$ cat config.mk
export PLATFORM = sky130hd
export DESIGN_NAME = serial_subtractor
export DESIGN_NICKNAME = d
export VERILOG_FILES = /design/src/rtl/serial_subtractor.sv
export SDC_FILE = /design/constraint.sdc
export NUM_CORES = 1
export LEC_CHECK = 0
export ABC_CLOCK_PERIOD_IN_PS = 4200
export CORE_UTILIZATION = 45
export CTS_CLUSTER_DIAMETER = 80
export DETAILED_ROUTE_END_ITERATION = 12
export PLACE_DENSITY_LB_ADDON = 0.3
export SYNTH_ARGS = -nofsm -noshare
export SYNTH_HDL_FRONTEND = slang
export SYNTH_SLANG_ARGS = --single-unit
$ cat constraint.sdc
create_clock -name clk -period 4.2 [get_ports clk]
set_input_delay 0.84 -clock clk [delete_from_list [all_inputs] [get_ports clk]]
set_output_delay 0.84 -clock clk [all_outputs]
set_load 0.01 [all_outputs]
$ cat src/rtl/serial_subtractor.sv
// Bit-serial LSB-first subtractor: diff = a - b with borrow-out, one bit per clock.
// Optional SERIAL_SUBTRACTOR_SAT_EN clamps diff to zero when the final borrow is set.
module serial_subtractor #(
    parameter int WIDTH = 8
) (
    input  logic             clk,
    input  logic             rst_n,
    input  logic             start,
    input  logic [WIDTH-1:0] a,
    input  logic [WIDTH-1:0] b,
    output logic             busy,
    output logic             done,
    output logic [WIDTH-1:0] diff,
    output logic             bout
);

    localparam int CNT_W = $clog2(WIDTH);
    localparam logic [CNT_W-1:0] LAST = CNT_W'(WIDTH - 1);

    typedef enum logic [1:0] {
        IDLE = 2'd0,
        RUN  = 2'd1,
        DONE = 2'd2
    } state_t;

    state_t           state, state_nxt;
    logic [WIDTH-1:0] a_sh, b_sh, d_sh;
    logic [CNT_W-1:0] cnt;
    logic             brw;

    logic             load, step, last_bit;
    logic             d_bit, brw_nxt;
    logic [WIDTH-1:0] d_sh_nxt;

    // Full subtractor: half-subtractor core on a_sh[0]/b_sh[0] plus the borrow flop
    always_comb begin
        d_bit    = a_sh[0] ^ b_sh[0] ^ brw;
        brw_nxt  = (~a_sh[0] & b_sh[0]) | (~(a_sh[0] ^ b_sh[0]) & brw);
        d_sh_nxt = {d_bit, d_sh[WIDTH-1:1]};
        last_bit = (cnt == LAST);
    end

    always_ff @(posedge clk or negedge rst_n) begin
        if (!rst_n) begin
            state <= IDLE;
        end else begin
            state <= state_nxt;
        end
    end

    always_comb begin
        state_nxt = state;
        busy      = 1'b0;
        done      = 1'b0;
        load      = 1'b0;
        step      = 1'b0;
        unique case (state)
            IDLE: begin
                if (start) begin
                    load      = 1'b1;
                    state_nxt = RUN;
                end
            end
            RUN: begin
                busy = 1'b1;
                step = 1'b1;
                if (last_bit) begin
                    state_nxt = DONE;
                end
            end
            DONE: begin
                done = 1'b1;
                if (start) begin
                    load      = 1'b1;
                    state_nxt = RUN;
                end else begin
                    state_nxt = IDLE;
                end
            end
            default: begin
                state_nxt = IDLE;
            end
        endcase
    end

    always_ff @(posedge clk or negedge rst_n) begin
        if (!rst_n) begin
            a_sh <= '0;
            b_sh <= '0;
            d_sh <= '0;
            cnt  <= '0;
            brw  <= 1'b0;
            diff <= '0;
            bout <= 1'b0;
        end else if (load) begin
            a_sh <= a;
            b_sh <= b;
            d_sh <= '0;
            cnt  <= '0;
            brw  <= 1'b0;
        end else if (step) begin
            a_sh <= {1'b0, a_sh[WIDTH-1:1]};
            b_sh <= {1'b0, b_sh[WIDTH-1:1]};
            d_sh <= d_sh_nxt;
            brw  <= brw_nxt;
            if (last_bit) begin
                // Result registers update only here, so shifting state never leaks out
`ifdef SERIAL_SUBTRACTOR_SAT_EN
                diff <= brw_nxt ? '0 : d_sh_nxt;
`else
                diff <= d_sh_nxt;
`endif
                bout <= brw_nxt;
            end else begin
                cnt <= cnt + CNT_W'(1);
            end
        end
    end

endmodule

==> results.cfg <==
[status]
status = finished clean

[clock_network]
ctsRootBufferMaster = clkbuf_8
clock_sinks = 38
cts_setup_buffers = 0
cts_tree = yes
htree_num_levels = 2
cts.clk_slew.worst_paths_ns = 0.07
cts_resized = 0
cts_buffers = 5
clockBufferDepth = 2
ctsHoldBuffers = 0
insertion_delay_ns = 0.29

[critical_path]
cp-end-kind = primary output
critPathArrivalTime_ns = 2.31
critical_path_required_ns = 3.36
crit_fanout = 21
critPathLaunch = state[0]
cp-endpoint = busy
ff2ff_path_depth = 2
start_kind = flop
r2r_end = diff[6]
r2r_setup_slack_ns = 2.37
worstSetupPathType = flop to primary output
timing.rr.start = state[0]

[job]
maxCapViolCount = 0

[synthesis]
syn-num-nets = 164
ys.flop_type = dfrtp_1
yosys.area_share.adder = 0.0271
synth-simple-area-share = 0.0641
yosysWarnings = 0
synth_compound_area_frac = 0.182
synthCells = 142
synthTopCellsByCount = dfrtp_1, inv_1, a21oi_1
async_flop_share = 1.00
synth_xor_area_frac = 0
ys_types = 29
muxShareOfSynthArea = 0.0792
synthesis.area_um2 = 1660
synth-edff-count = 0
synth_top_family_by_area = compound AO/OA/AOI/OAI gates
synth_most_common_cell = dfrtp_1
synth.top_cell.area_share = 0.573
seq_area_frac_synth = 0.573
synthTopCellsByArea = dfrtp_1, mux2_2, a22o_1
syn_area_per_cell_um2 = 11.7
ys_ff_latch = 38
synth_top_area_cell = dfrtp_1

[floorplanning]
die-area_um2 = 3930
core_um2 = 3440
ios = 30
rows = 21
fp.dieW_um = 62.7
initial_utilization = 0.482
die_y_um = 62.7

[global_route]
grt_use_total = 0.168
grt_antenna_before_repair = 0
grt_pass1_vias = 1156
globalRoute.totalOverflow = 0
grt_pass1_wl_um = 5090
grt_max_degree = 39

[routing]
drc = 0
routedWlPerCell_um = 13.2
vias = 1169
drtIter0Drc = 44
avgViaCountPerCell = 5.36
dr.pass1.iters = 4
postRouteAntennaNets = 0
wirelength_um = 2890

[min_path]
hp-class = flop to flop

[place]
routabilityCongestion = 0.719
io_buffers = 29
hpwl_um = 2010

[timing]
final.period_utilization = 0.750
setup_violations = 0
slew_headroom = 0.590
setup_tns_ns = 0
fin_worst_skew_ns = 0.00551
whs_ns = 0.503
timing.fmax_ghz = 0.317
layout_min_cycle_time_ns = 3.15
finalMaxSlewViolations = 0
hold_viol = 0
rsz0062_at_grt = no
worstMarginPinSlew_ns = 0.615

[cells_and_area]
nFillCells = 300
post-route-util = 0.593
area_delta_synth_final_pct = 23.1
nets = 193
drive_gt1_frac = 0.105
n_antenna_cell = 0

[pwr]
powerDensity_nw_per_um2 = 708
max-vdd-ir-drop_v = 0.000349
p_leak_uw = 0.000928
-- stage by stage --
stage | setup slack, ns | power [µW] | std cells | cell area [µm²]
after floorplan | 2.50 | 1030 | 142 | 1660
after global placement | 1.44 | 1170 | 210 | 1950
after detailed placement | 1.39 | 1210 | 210 | 1950
after CTS | 1.08 | 1460 | 218 | 2040
after global routing | 0.873 | 1560 | 218 | 2040
final | 1.05 | 1450 | 218 | 2040
-- worst max-delay path, stage by stage (launching register included) --
cell and delay (ns):
dfrtp_1 0.72, nand2b_1 0.42, inv_1 0.30, clkdlybuf4s50_1 0.58
-- cells by family (layout without fill, tap and decap cells) --
group           count (synthesis)  in the layout
buf+inv                        24             54
compound gates                 46             46
mux                            12             12
simple gates                   19             19
fa+ha+maj                       3              3
flops                          38             38
-- state kept, by name, summed over array words and instances (netlist names) --
name	count
a_sh	8
b_sh	8
diff	8
d_sh	7
cnt	3
state	2
bout	1
brw	1
-- cell type report --
type,count,area (µm²),area share
sequential,38,951,0.466
tap,46,57.6,0.0282
clock inverter,1,5.00,0.00245
inverter,16,60.1,0.0294
multi-input combinational,80,584,0.286
timing repair buffer,30,298,0.146
clock buffer,7,86.3,0.0423
-- cells in the final DEF (no fill, tap or decap) --
cell type,instances
nor2_1,1
o22ai_1,11
or2b_1,1
a22o_1,10
inv_1,16
nor2_2,1
mux2i_1,3
a211oi_1,3
and2b_1,4
o21ai_0,3
mux2_1,1
buf_4,1
fa_1,1
dfrtp_1,38
nand2b_1,1
a31oi_1,1
a21oi_1,14
clkdlybuf4s50_1,29
clkbuf_1,1
a21o_1,1
nor2b_1,2
clkinv_2,1
a21oi_2,1
clkbuf_8,6
o211ai_1,2
nand2_1,6
ha_1,2
nand3_1,2
nand3b_1,1
mux2_2,8
-- how the worst min path moves through the flow --
stage                  from  endpoint  slack (ns)  depth (start not counted)
finish                 bout      bout        0.50                          2
global route        b_sh[7]   b_sh[7]        0.52                          1
CTS                    bout      bout        0.50                          2
detailed placement     bout      bout        0.49                          2
global placement    diff[6]   diff[6]        0.48                          1
floorplan            cnt[0]    cnt[0]        0.46                          1
-- metal layers --
metal / GRT usage / up-vias / routed length [µm]
li1: - / 562 / -
met2: 0.276 / 33 / 1360
met4: 0.0785 / 0 / 46
met5: 0 / - / 0
met3: 0.0383 / 7 / 123
met1: 0.210 / 567 / 1360
-- report_power, final --
part	total (µW)	switching [µW]	internal (µW)
Clock	253	121	132
Combinational	542	246	296
Sequential	650	120	530
Total	1450	487	959
Power figures use the tool's default switching activity.
